[config.mk]
export PLATFORM = sky130hd
export DESIGN_NAME = hazard_stall_ctrl
export DESIGN_NICKNAME = d
export VERILOG_FILES = /design/src/rtl/hazard_pkg.sv /design/src/rtl/hazard_detect.sv /design/src/rtl/hazard_stall_ctrl.sv
export SDC_FILE = /design/constraint.sdc
export NUM_CORES = 1
export LEC_CHECK = 0
export ABC_AREA = 1
export BUFFER_PORTS_ARGS = -buffer_cell sky130_fd_sc_hd__buf_4
export CAP_MARGIN = 20
export CORE_MARGIN = 5
export CORE_UTILIZATION = 25
export CTS_CLUSTER_DIAMETER = 120
export CTS_CLUSTER_SIZE = 24
export DETAILED_ROUTE_END_ITERATION = 10
export MAX_ROUTING_LAYER = met4
export PLACE_DENSITY_LB_ADDON = 0.08
export SLEW_MARGIN = 20
export SYNTH_ARGS = -nofsm -noshare
export SYNTH_HDL_FRONTEND = slang
export SYNTH_SLANG_ARGS = --single-unit
[constraint.sdc]
create_clock -name clk -period 1.38 [get_ports clk]
set_clock_uncertainty 0.05 [all_clocks]
set_input_delay 0.069 -clock clk [delete_from_list [all_inputs] [get_ports clk]]
set_output_delay 0.069 -clock clk [all_outputs]
set_load 0.01 [all_outputs]
[src/rtl/hazard_pkg.sv]
// Shared types and constants for the pipeline stall/flush controller.
package hazard_pkg;

  localparam int REG_W = 4;
  localparam logic [REG_W-1:0] REG_ZERO = 4'h0;

  typedef enum logic [1:0] {
    RUN   = 2'd0,
    DWAIT = 2'd1,
    IWAIT = 2'd2
  } state_e;

endpackage

[src/rtl/hazard_detect.sv]
// Combinational detection of hazards that forwarding cannot resolve
// (load-use, register-branch source, flag-branch).
module hazard_detect
  import hazard_pkg::*;
#(
  parameter int REG_W = hazard_pkg::REG_W
) (
  input  logic [REG_W-1:0] fd_regRs,
  input  logic [REG_W-1:0] fd_regRt,
  input  logic             fd_uses_rs,
  input  logic             fd_uses_rt,
  input  logic             fd_is_store,
  input  logic             fd_is_br,
  input  logic             fd_is_bcond,
  input  logic             de_memread,
  input  logic             de_regwrite,
  input  logic [REG_W-1:0] de_dstreg,
  input  logic             de_sets_flags,
  input  logic             em_memread,
  input  logic [REG_W-1:0] em_dstreg,
  output logic             hz
);

  localparam logic [REG_W-1:0] ZERO = REG_W'(REG_ZERO);

  logic rs_nz, rt_nz;
  logic ld_use, br_dep, flag_dep;

  // A zero source index can never match a live producer.
  assign rs_nz = (fd_regRs != ZERO);
  assign rt_nz = (fd_regRt != ZERO);

  // Store data (Rt of SW) is forwarded MEM->MEM, so it does not stall.
  assign ld_use = de_memread & de_regwrite &
                  ((fd_uses_rs & rs_nz & (de_dstreg == fd_regRs)) |
                   (fd_uses_rt & rt_nz & (de_dstreg == fd_regRt) & ~fd_is_store));

  assign br_dep = fd_is_br & rs_nz &
                  ((de_regwrite & (de_dstreg == fd_regRs)) |
                   (em_memread  & (em_dstreg == fd_regRs)));

  assign flag_dep = fd_is_bcond & de_sets_flags;

  assign hz = ld_use | br_dep | flag_dep;

endmodule

[src/rtl/hazard_stall_ctrl.sv]
// Stall/flush controller for the 5-stage core: hazard stalls, cache-miss waits, watchdog.
// Optional `HAZARD_PERF_CNT_EN adds stall-cycle and branch-flush performance counters.
module hazard_stall_ctrl
  import hazard_pkg::*;
#(
  parameter int REG_W        = hazard_pkg::REG_W,
  parameter int WAIT_CNT_W   = 8,
  parameter int MAX_MEM_WAIT = 200
) (
  input  logic             clk,
  input  logic             rst_n,
  input  logic [REG_W-1:0] fd_regRs,
  input  logic [REG_W-1:0] fd_regRt,
  input  logic             fd_uses_rs,
  input  logic             fd_uses_rt,
  input  logic             fd_is_store,
  input  logic             fd_is_br,
  input  logic             fd_is_bcond,
  input  logic             branch_taken,
  input  logic             de_memread,
  input  logic             de_regwrite,
  input  logic [REG_W-1:0] de_dstreg,
  input  logic             de_sets_flags,
  input  logic             em_memread,
  input  logic [REG_W-1:0] em_dstreg,
  input  logic             icache_stall,
  input  logic             dcache_stall,
  output logic             pc_en,
  output logic             fd_en,
  output logic             de_en,
  output logic             em_en,
  output logic             mw_en,
  output logic             fd_flush,
  output logic             de_bubble,
`ifdef HAZARD_PERF_CNT_EN
  output logic [15:0]      perf_stall_cyc,
  output logic [15:0]      perf_flush_cnt,
`endif
  output logic             mem_timeout
);

  localparam logic [WAIT_CNT_W-1:0] WAIT_MAX = WAIT_CNT_W'(MAX_MEM_WAIT);

  state_e                state_q, state_d;
  logic                  redir_pend_q, redir_pend_d;
  logic [WAIT_CNT_W-1:0] wait_cnt_q, wait_cnt_d;
  logic                  mem_timeout_q, mem_timeout_d;
  logic                  hz, iw_ctx;

  hazard_detect #(.REG_W(REG_W)) u_detect (
    .fd_regRs     (fd_regRs),
    .fd_regRt     (fd_regRt),
    .fd_uses_rs   (fd_uses_rs),
    .fd_uses_rt   (fd_uses_rt),
    .fd_is_store  (fd_is_store),
    .fd_is_br     (fd_is_br),
    .fd_is_bcond  (fd_is_bcond),
    .de_memread   (de_memread),
    .de_regwrite  (de_regwrite),
    .de_dstreg    (de_dstreg),
    .de_sets_flags(de_sets_flags),
    .em_memread   (em_memread),
    .em_dstreg    (em_dstreg),
    .hz           (hz)
  );

  // A data wait that interrupted a fetch wait resumes the fetch wait afterwards.
  assign iw_ctx = (state_q == IWAIT) |
                  ((state_q == DWAIT) & (icache_stall | redir_pend_q));

  always_comb begin
    // NOTE: every output gets a default first so no path can infer a latch.
    state_d      = state_q;
    redir_pend_d = redir_pend_q;
    pc_en        = 1'b1;
    fd_en        = 1'b1;
    de_en        = 1'b1;
    em_en        = 1'b1;
    mw_en        = 1'b1;
    fd_flush     = 1'b0;
    de_bubble    = 1'b0;

    if (dcache_stall) begin
      {pc_en, fd_en, de_en, em_en, mw_en} = 5'b00000;
      state_d = DWAIT;
    end else if (iw_ctx) begin
      if (icache_stall) begin
        pc_en    = 1'b0;
        fd_flush = 1'b1;
        state_d  = IWAIT;
      end else begin
        // A pending redirect keeps the final stale fetch out of IF/ID.
        fd_flush     = redir_pend_q;
        redir_pend_d = 1'b0;
        state_d      = RUN;
      end
    end else if (hz) begin
      pc_en     = 1'b0;
      fd_en     = 1'b0;
      de_bubble = 1'b1;
      state_d   = RUN;
    end else if (branch_taken) begin
      fd_flush = 1'b1;
      if (icache_stall) begin
        redir_pend_d = 1'b1;
        state_d      = IWAIT;
      end else begin
        state_d = RUN;
      end
    end else if (icache_stall) begin
      pc_en    = 1'b0;
      fd_flush = 1'b1;
      state_d  = IWAIT;
    end else begin
      state_d = RUN;
    end

    if (!rst_n) begin
      {pc_en, fd_en, de_en, em_en, mw_en} = 5'b11111;
      fd_flush  = 1'b0;
      de_bubble = 1'b0;
    end
  end

  always_comb begin
    wait_cnt_d = '0;
    if (state_d != RUN) begin
      wait_cnt_d = (wait_cnt_q == WAIT_MAX) ? WAIT_MAX : wait_cnt_q + 1'b1;
    end
    mem_timeout_d = mem_timeout_q | (wait_cnt_d == WAIT_MAX);
  end

  always_ff @(posedge clk) begin
    // NOTE: sequential state uses non-blocking assignments so all flops update together.
    if (!rst_n) begin
      state_q       <= RUN;
      redir_pend_q  <= 1'b0;
      wait_cnt_q    <= '0;
      mem_timeout_q <= 1'b0;
    end else begin
      state_q       <= state_d;
      redir_pend_q  <= redir_pend_d;
      wait_cnt_q    <= wait_cnt_d;
      mem_timeout_q <= mem_timeout_d;
    end
  end

  assign mem_timeout = mem_timeout_q;

`ifdef HAZARD_PERF_CNT_EN
  logic [15:0] perf_stall_q, perf_stall_d;
  logic [15:0] perf_flush_q, perf_flush_d;
  logic        br_flush;

  assign br_flush = ~dcache_stall & ~iw_ctx & ~hz & branch_taken;

  always_comb begin
    perf_stall_d = perf_stall_q;
    perf_flush_d = perf_flush_q;
    if (!pc_en && (perf_stall_q != 16'hFFFF)) perf_stall_d = perf_stall_q + 16'd1;
    if (br_flush && (perf_flush_q != 16'hFFFF)) perf_flush_d = perf_flush_q + 16'd1;
  end

  always_ff @(posedge clk) begin
    if (!rst_n) begin
      perf_stall_q <= '0;
      perf_flush_q <= '0;
    end else begin
      perf_stall_q <= perf_stall_d;
      perf_flush_q <= perf_flush_d;
    end
  end

  assign perf_stall_cyc = perf_stall_q;
  assign perf_flush_cnt = perf_flush_q;
`endif

endmodule

==> results.py <==
metrics = {
    "die": {
        "die_area_um2": 5210,
        "io_pins": 38,
        "core_um2": 3720,
        "die_w_um": 72.2,
        "die_y_um": 72.2,
        "placement_rows": 22,
        "start_util_pct": 26.0,
    },
    "finish": {
        "drive_gt1_share_pct": 38.9,
        "diodes": 0,
        "areaGrowthSynthToFinish_pct": 63.2,
        "nets": 254,
        "layout_commonest_cell": "nand2_1",
        "stdcell_count": 269,
        "final_cell_mix": "54 x nand2_1, 50 x buf_4, 30 x inv_1",
        "fin_util_pct": 42.4,
    },
    "sta": {
        "slew_headroom_pct": 82.2,
        "fin_tns_setup_ps": -589,
        "final-setup-viol-count": 6,
        "fin_crit_ps": 1570,
        "hold_viol": 0,
        "fin_ws_ps": -192,
        "max_freq_mhz": 636,
        "rsz0062_at_grt": "yes",
        "tightestPinTransition_ps": 266,
        "fin_crit_sh_pct": 114,
        "slew_violations": 0,
        "hold_ws_ps": 57.3,
    },
    "critical_path": {
        "path_max_fanout": 2,
        "crit_path_end_kind": "output pin",
        "crit_required_ps": 1260,
        "critical_path_arrival_ps": 1450,
        "reg2reg_from": "wait_cnt_q[0]$_SDFF_PN0_",
        "reg2reg_depth": 8,
        "regToRegSetupSlack_ps": -100,
        "crit_type": "reg -> out",
        "critPathLaunchType": "flip-flop",
        "rr_endpoint": "mem_timeout$_SDFF_PN0_",
    },
    "synthesis": {
        "seq_area_frac_synth_pct": 24.9,
        "syn_inst": 168,
        "synth.avg_cell_area_um2": 5.75,
        "dominantRegCellSynth": "dfxtp_1",
        "ys_ff_latch": 12,
        "syn_nets": 200,
        "synth_warnings": 0,
        "synth_edf_count": 0,
        "async_flop_share_pct": 0,
        "yosysUniqueCellTypes": 26,
        "syn_area_um2": 966,
    },
    "global_routing": {
        "grt_pass1_wl_mm": 4.35,
        "grt_max_degree": 9,
        "antenna_found_initial": 0,
        "gr-total-overflow": 0,
        "track_usage_pct": 10.4,
        "grt_pass1_vias": 1092,
    },
    "drt": {
        "drc": 0,
        "drt_iter0_drc": 29,
        "ant_nets": 0,
        "wl_per_cell_um": 9.60,
        "viasPerCell": 4.12,
        "vias": 1108,
        "drt_pass1_iterations": 4,
        "wl_mm": 2.58,
    },
    "cts": {
        "clock_latency_ps": 240,
        "cts.sinks": 12,
        "clockBufferDepth": 2,
        "h-tree-depth": 1,
        "cts_tree": "done",
        "clk_pin_slew_ps": 50,
        "cts_buffers": 3,
        "cts-root-buf": "clkbuf_8",
    },
    "place": {
        "port-buffer-count": 37,
        "hpwlAfterDp_mm": 2.00,
        "place.gp.congestion": 0.787,
        "dp_slack_ps": -143,
        "dpl.cell_count": 258,
    },
    "flow_run": {
        "maxCapViolations": 0,
    },
    "pwr": {
        "p_per_area_nw_per_um2": 666,
        "peakVddDrop_v": 0.000590,
        "leakage_uw": 0.000845,
    },
    "worst_hold_path": {
        "worstHoldEndpoint": "state_q[0]$_SDFF_PN0_",
        "worst_hold_startpoint": "dcache_stall",
        "whs_path_depth": 3,
        "min-delay-path-class": "in -> reg",
    },
    "outcome": {
        "status": "finished, violations left",
        "violations": "setup timing",
    },
}
## metrics by stage
step           cell area, µm²  power [µW]
2_1_floorplan             990         508
3_3_place_gp             1370         627
6_report                 1580        1050
4_1_cts                  1500        1050
5_1_grt                  1580        1120
3_5_place_dp             1370         628
## per-layer routing
metal	routed length [µm]	global-route usage (%)	vias to the layer above
li1	-	-	610
met5	0	-	-
met1	1180	12.8	465
met2	1230	17.1	29
met4	28	1.46	0
met3	145	2.91	4
## sequential cells by signal (all words and copies together) (netlist names)
signal,cells
wait_cnt_q,8
state_q,2
mem_timeout,1
redir_pend_q,1
## cells by family (layout without fill, tap and decap cells)
logic type / after synthesis / count (layout) / synth area share [%]
AND/OR/NAND/NOR: 101 / 101 / 44.9
buffers and inverters: 35 / 88 / 14.4
AO/OA/AOI/OAI: 13 / 13 / 8.68
flip-flops: 12 / 12 / 24.9
XOR/XNOR: 5 / 5 / 4.53
adder cells (fa/ha/maj): 2 / 2 / 2.59
## area by class of cell
| class | instances | area (µm²) |
|---|---|---|
| clock buffers | 4 | 55.1 |
| inverters | 33 | 126 |
| multi-input cells | 121 | 696 |
| flip-flops and latches | 12 | 253 |
| repair buffers | 51 | 387 |
| fillers | 403 | 2140 |
| well taps | 48 | 60.1 |
## how the worst max path moves through the flow
stage	start	to	slack, ps	cells past startpoint
6_report	redir_pend_q$_SDFFE_PN0P_	fd_flush	-190	7
5_1_grt	state_q[0]$_SDFF_PN0_	fd_flush	-290	9
4_1_cts	state_q[0]$_SDFF_PN0_	fd_flush	-190	9
3_5_place_dp	wait_cnt_q[1]$_SDFF_PN0_	mem_timeout$_SDFF_PN0_	-140	8
3_3_place_gp	wait_cnt_q[1]$_SDFF_PN0_	mem_timeout$_SDFF_PN0_	-120	8
2_1_floorplan	wait_cnt_q[1]$_SDFF_PN0_	mem_timeout$_SDFF_PN0_	-70	8
## where the power goes
part           internal [µW]  switching, µW
clock network            252            127
registers                356           10.0
logic                    154            151
## synthesized netlist by cell type, drive strengths merged (2+ instances only)
cell	number	area, µm²
nand2	59	236
inv	33	124
nor2	26	97.6
a21oi	4	23.8
o21ai	5	28.8
ha	2	25.0
nand4	3	25.0
a21boi	2	15.0
xor2	5	43.8
dfxtp	12	240
nand3	9	50.1
buf	2	15.0
## worst max-delay path: stages (launching register included)
cell and delay (ps):
dfxtp_2 350, nor2_4 40, buf_4 120, buf_4 120, inv_1 80, nor2_1 90, nor4_4 260, buf_4 160
## repair_timing
| item | CTS | global route |
|---|---|---|
| hold buffers | 0 | 0 |
| setup endpoints to repair | 5 | 14 |
| gates resized for setup | 11 | 21 |
| pin swaps | 7 | 7 |
| buffers inserted | 7 | 1 |
Note: power is estimated with default switching activity, not from simulation.
